## src/rtl/jtag_tap_fsm.sv

```systemverilog
// IEEE 1149.1 TAP controller state machine with registered state and decodes.
// Optional `JTAG_TAP_RTI_CNT_EN adds a saturating Run-Test/Idle cycle counter.
module jtag_tap_fsm #(
  parameter int unsigned RTI_CNT_W = 16
) (
  input  logic       tck,
  input  logic       trst,
  input  logic       tms,
  output logic [3:0] state,
  output logic       reset,
  output logic       capir,
  output logic       shiftir,
  output logic       updateir,
  output logic       capdr,
  output logic       shiftdr,
  output logic       updatedr,
  output logic       runidle,
  output logic       tdo_en
`ifdef JTAG_TAP_RTI_CNT_EN
  ,
  output logic [RTI_CNT_W-1:0] rti_count
`endif
);

  typedef enum logic [3:0] {
    TLR     = 4'hF,
    RTI     = 4'hC,
    SELDR   = 4'h7,
    CAPDR   = 4'h6,
    SHDR    = 4'h2,
    EX1DR   = 4'h1,
    PAUSEDR = 4'h3,
    EX2DR   = 4'h0,
    UPDDR   = 4'h5,
    SELIR   = 4'h4,
    CAPIR   = 4'hE,
    SHIR    = 4'hA,
    EX1IR   = 4'h9,
    PAUSEIR = 4'hB,
    EX2IR   = 4'h8,
    UPDIR   = 4'hD
  } tap_e;

  tap_e state_q;
  tap_e state_d;

  if (RTI_CNT_W < 1) begin : g_bad_w
    $error("RTI_CNT_W must be at least 1");
  end

  always_ff @(posedge tck) begin
    if (trst) begin
      state_q <= TLR;
    end else begin
      state_q <= state_d;
    end
  end

  always_comb begin
    state_d = state_q;
    unique case (state_q)
      TLR:     state_d = tms ? TLR     : RTI;
      RTI:     state_d = tms ? SELDR   : RTI;
      SELDR:   state_d = tms ? SELIR   : CAPDR;
      CAPDR:   state_d = tms ? EX1DR   : SHDR;
      SHDR:    state_d = tms ? EX1DR   : SHDR;
      EX1DR:   state_d = tms ? UPDDR   : PAUSEDR;
      PAUSEDR: state_d = tms ? EX2DR   : PAUSEDR;
      EX2DR:   state_d = tms ? UPDDR   : SHDR;
      UPDDR:   state_d = tms ? SELDR   : RTI;
      SELIR:   state_d = tms ? TLR     : CAPIR;
      CAPIR:   state_d = tms ? EX1IR   : SHIR;
      SHIR:    state_d = tms ? EX1IR   : SHIR;
      EX1IR:   state_d = tms ? UPDIR   : PAUSEIR;
      PAUSEIR: state_d = tms ? EX2IR   : PAUSEIR;
      EX2IR:   state_d = tms ? UPDIR   : SHIR;
      UPDIR:   state_d = tms ? SELDR   : RTI;
      default: state_d = TLR;
    endcase
  end

  // Decodes look only at the state register so they never glitch with tms.
  always_comb begin
    reset    = 1'b0;
    capir    = 1'b0;
    shiftir  = 1'b0;
    updateir = 1'b0;
    capdr    = 1'b0;
    shiftdr  = 1'b0;
    updatedr = 1'b0;
    runidle  = 1'b0;
    unique case (state_q)
      TLR:     reset    = 1'b1;
      CAPIR:   capir    = 1'b1;
      SHIR:    shiftir  = 1'b1;
      UPDIR:   updateir = 1'b1;
      CAPDR:   capdr    = 1'b1;
      SHDR:    shiftdr  = 1'b1;
      UPDDR:   updatedr = 1'b1;
      RTI:     runidle  = 1'b1;
      default: ;
    endcase
  end

  assign tdo_en = shiftir | shiftdr;
  assign state  = state_q;

`ifdef JTAG_TAP_RTI_CNT_EN
  logic [RTI_CNT_W-1:0] rti_count_q;
  logic [RTI_CNT_W-1:0] rti_count_d;

  always_comb begin
    rti_count_d = rti_count_q;
    if (state_q != RTI && state_d == RTI) begin
      rti_count_d = '0;
    end else if (state_q == RTI && state_d == RTI) begin
      if (rti_count_q != '1) begin
        rti_count_d = rti_count_q + 1'b1;
      end
    end
  end

  always_ff @(posedge tck) begin
    if (trst) begin
      rti_count_q <= '0;
    end else begin
      rti_count_q <= rti_count_d;
    end
  end

  assign rti_count = rti_count_q;
`endif

endmodule

```

## config.mk

```make
export PLATFORM = sky130hd
export DESIGN_NAME = jtag_tap_fsm
export DESIGN_NICKNAME = d
export VERILOG_FILES = /design/src/rtl/jtag_tap_fsm.sv
export SDC_FILE = /design/constraint.sdc
export NUM_CORES = 1
export LEC_CHECK = 0
export BUFFER_PORTS_ARGS = -buffer_cell sky130_fd_sc_hd__buf_2
export CAP_MARGIN = 5
export CORE_AREA = 2 2 39 41
export DETAILED_ROUTE_END_ITERATION = 6
export DIE_AREA = 0 0 41 43
export PLACE_DENSITY = 0.48
export SLEW_MARGIN = 20
export SYNTH_ARGS = -nofsm -noshare
export SYNTH_HDL_FRONTEND = slang
export SYNTH_SLANG_ARGS = --single-unit
```

## constraint.sdc

```tcl
create_clock -name tck -period 1.1 [get_ports tck]
set_clock_uncertainty 0.05 [all_clocks]
set_input_delay 0.055 -clock tck [delete_from_list [all_inputs] [get_ports tck]]
set_output_delay 0.055 -clock tck [all_outputs]
set_load 0.01 [all_outputs]
```

==> out/qor.csv <==
stage,metric,value,unit
synth,Mapped Area,263,sq um
global_route,global route hottest layer,met2,
worst_setup_path,FF-to-FF Start,state[0],
status,status,finished with violations,
die,Chip Width,41,um
routing,Final ANT Viol Nets,0,
routing,DRT Pass-1 Iters,2,
clocking,"CTS clk-pin slew, worst paths",0.04,ns
global_route,Global Route met3 Usage,4.71,%
global_route,gr usage total,10.0,%
sta,PnR worst setup slack,-0.0596,ns
hold_path,worst hold path type,primary input to flop,
clocking,CTS buffer count,3,
synth,Netlist cell types,19,
finish,# nets final,63,
sta,fin crit period,1.16,ns
global_route,initial antenna violation count,0,
die,die area,1760,sq um
synth,Yosys reg bits,4,
sta,setup violators final,5,
clocking,CTS tree,yes,
clocking,clock latency on the worst-skew pair,0.23,ns
routing,WL/cell,10.4,um
routing,DR vias/cell,4.45,
synth,Ys Warns,0,
placed_design,# port buffers,15,
clocking,H-tree levels,1,
sta,Final Cycle Share,105,%
global_route,largest net degree at the start of global routing,11,
sta,RSZ-0062 raised after global routing,true,
worst_setup_path,RR Endpoint,state[0],
sta,Rel. slew slack,86.1,%
clocking,hold_buf cts,0,
global_route,met2 Use GR,13.8,%
placed_design,dpl ws,0.0156,ns
finish,ant diodes,0,
global_route,GR Util met1,13.2,%
clocking,CTS Sinks,4,
die,# IOs,16,
clocking,clock tree buffer depth,2,
synth,synthesized net count,39,
worst_setup_path,Arrival @ worst endpoint,1.05,ns
sta,achievable frequency,862,MHz
finish,area grow syn2layout,84.3,%
sta,"Slew Viols, Final",0,
power,VDD IR-drop max,0.000341,V
clocking,cell chosen for the clock root,clkbuf_4,
global_route,vias in the first global route,269,
worst_setup_path,Worst setup startpoint,state[0],
die,Die Ht,43,um
synth,Synth Area per Inst,7.30,sq um
placed_design,Post-DP HPWL,532,um
power,P_leak,0.233,nW
run,maxcap violations,0,
routing,routed vias,329,
die,row cnt,14,
sta,actual slew at the worst max-slew pin,0.208,ns
status,failing checks,setup timing,
synth,Post-Synthesis Cells,36,
power,total power,694,uW
synth,"Seq/Total Area, Yosys",30.5,%
sta,"Hold Vio Cnt, Final",0,
sta,TNS Setup,-0.177,ns
routing,Post-Route WL,769,um
routing,Remaining DRCs,0,
worst_setup_path,Worst Setup End Kind,primary output,
power,power per standard cell area,1430,nW/um^2
global_route,GRT overflow,0,
worst_setup_path,CP required,1.00,ns
finish,max reg flops,4,
worst_setup_path,flop2flop setup slack,0.01,ns
routing,initial drt markers,3,
die,Initial Utilization,19.0,%
worst_setup_path,Max Fanout on Critical Path,5,
placed_design,Final GP Congestion,0.708,
worst_setup_path,r2r worst-path depth,3,
worst_setup_path,Worst Setup Path Type,flop to primary output,
die,core area,1380,sq um
worst_setup_path,Worst Setup Start Kind,flop,
finish,layout cell share with drive strength beyond 1,67.2,%
global_route,first-pass GRT wire length,1170,um
worst_setup_path,crit path to,shiftir,
synthesized netlist by cell type, drive strengths merged:
library cell / n / share of area, %
nand2b: 2 / 4.8
inv: 1 / 1.4
nor2: 7 / 10
o21ai: 1 / 1.9
dfxtp: 4 / 30
nand2: 4 / 5.7
mux2: 1 / 4.3
nand3: 1 / 1.9
buf: 2 / 3.8
a311o: 1 / 3.8
or2: 1 / 2.4
a21boi: 1 / 2.9
a221o: 1 / 3.8
a21oi: 1 / 1.9
and2: 2 / 4.8
nor3: 3 / 5.7
nor3b: 1 / 2.9
o211ai: 2 / 7.6
critical path, stage by stage (launching register included):
cell,delay [ns]
dfxtp_4,0.35
nand2b_4,0.16
nor2_4,0.08
and2_4,0.14
buf_6,0.09
worst min path at each step:
| stage | endpoint | cells after the start | from |
|---|---|---|---|
| 2_1_floorplan | state[0] | 1 | trst |
| 3_3_place_gp | state[0] | 2 | trst |
| 3_5_place_dp | state[2] | 2 | trst |
| 4_1_cts | state[3] | 2 | trst |
| 5_1_grt | state[3] | 2 | trst |
| 6_report | state[3] | 2 | trst |
power breakdown:
part / leakage [nW] / switching, mW / internal (mW)
registers: 0.0337 / 0.0494 / 0.173
clock network: 0.0138 / 0.0628 / 0.122
logic: 0.185 / 0.137 / 0.149
layer usage:
metal	vias up	wire length, um
li1	171	-
met1	149	331
met2	7	389
met3	2	42
met4	0	6
met5	-	0
cell type report:
class	instances	area (sq um)
clock buffer	3	22.5
fill	147	900
inverter	1	6.26
multi-input combinational	29	206
sequential	4	95.1
tap	16	20.0
timing repair buffer	21	134
placed cells by master (no fill, tap or decap), drive strengths merged, types with 2 or more instances in the layout:
| cell type | n |
|---|---|
| nor2 | 7 |
| nand2 | 4 |
| o211ai | 2 |
| dfxtp | 4 |
| clkbuf | 3 |
| buf | 21 |
| and2 | 2 |
| nor3 | 3 |
| nand2b | 2 |
through the flow:
stage | util (%) | instances | hold slack [ns] | instance area, sq um
finish | 35.0 | 74 | 0.0259 | 484
global route | 35.0 | 74 | 0.0310 | 484
detailed placement | 27.9 | 69 | 0.261 | 387
CTS | 34.0 | 74 | 0.00871 | 470
floorplan | - | 36 | 0.110 | 284
global placement | 27.9 | 69 | 0.266 | 387
logic make-up after synthesis:
logic type             synth area share [%]
flip-flops                             30.5
AO/OA/AOI/OAI                          21.9
AND/OR/NAND/NOR                        38.1
buffers and inverters                  5.24
multiplexers                           4.29
timing repair:
| action | 4_1_cts | 5_1_grt |
|---|---|---|
| endpoints found under the setup margin | 10 | 14 |
| resized for setup | 13 | 4 |
| buffers inserted | 2 | 0 |
| pin swaps | 1 | 0 |
Power figures use the tool's default switching activity.
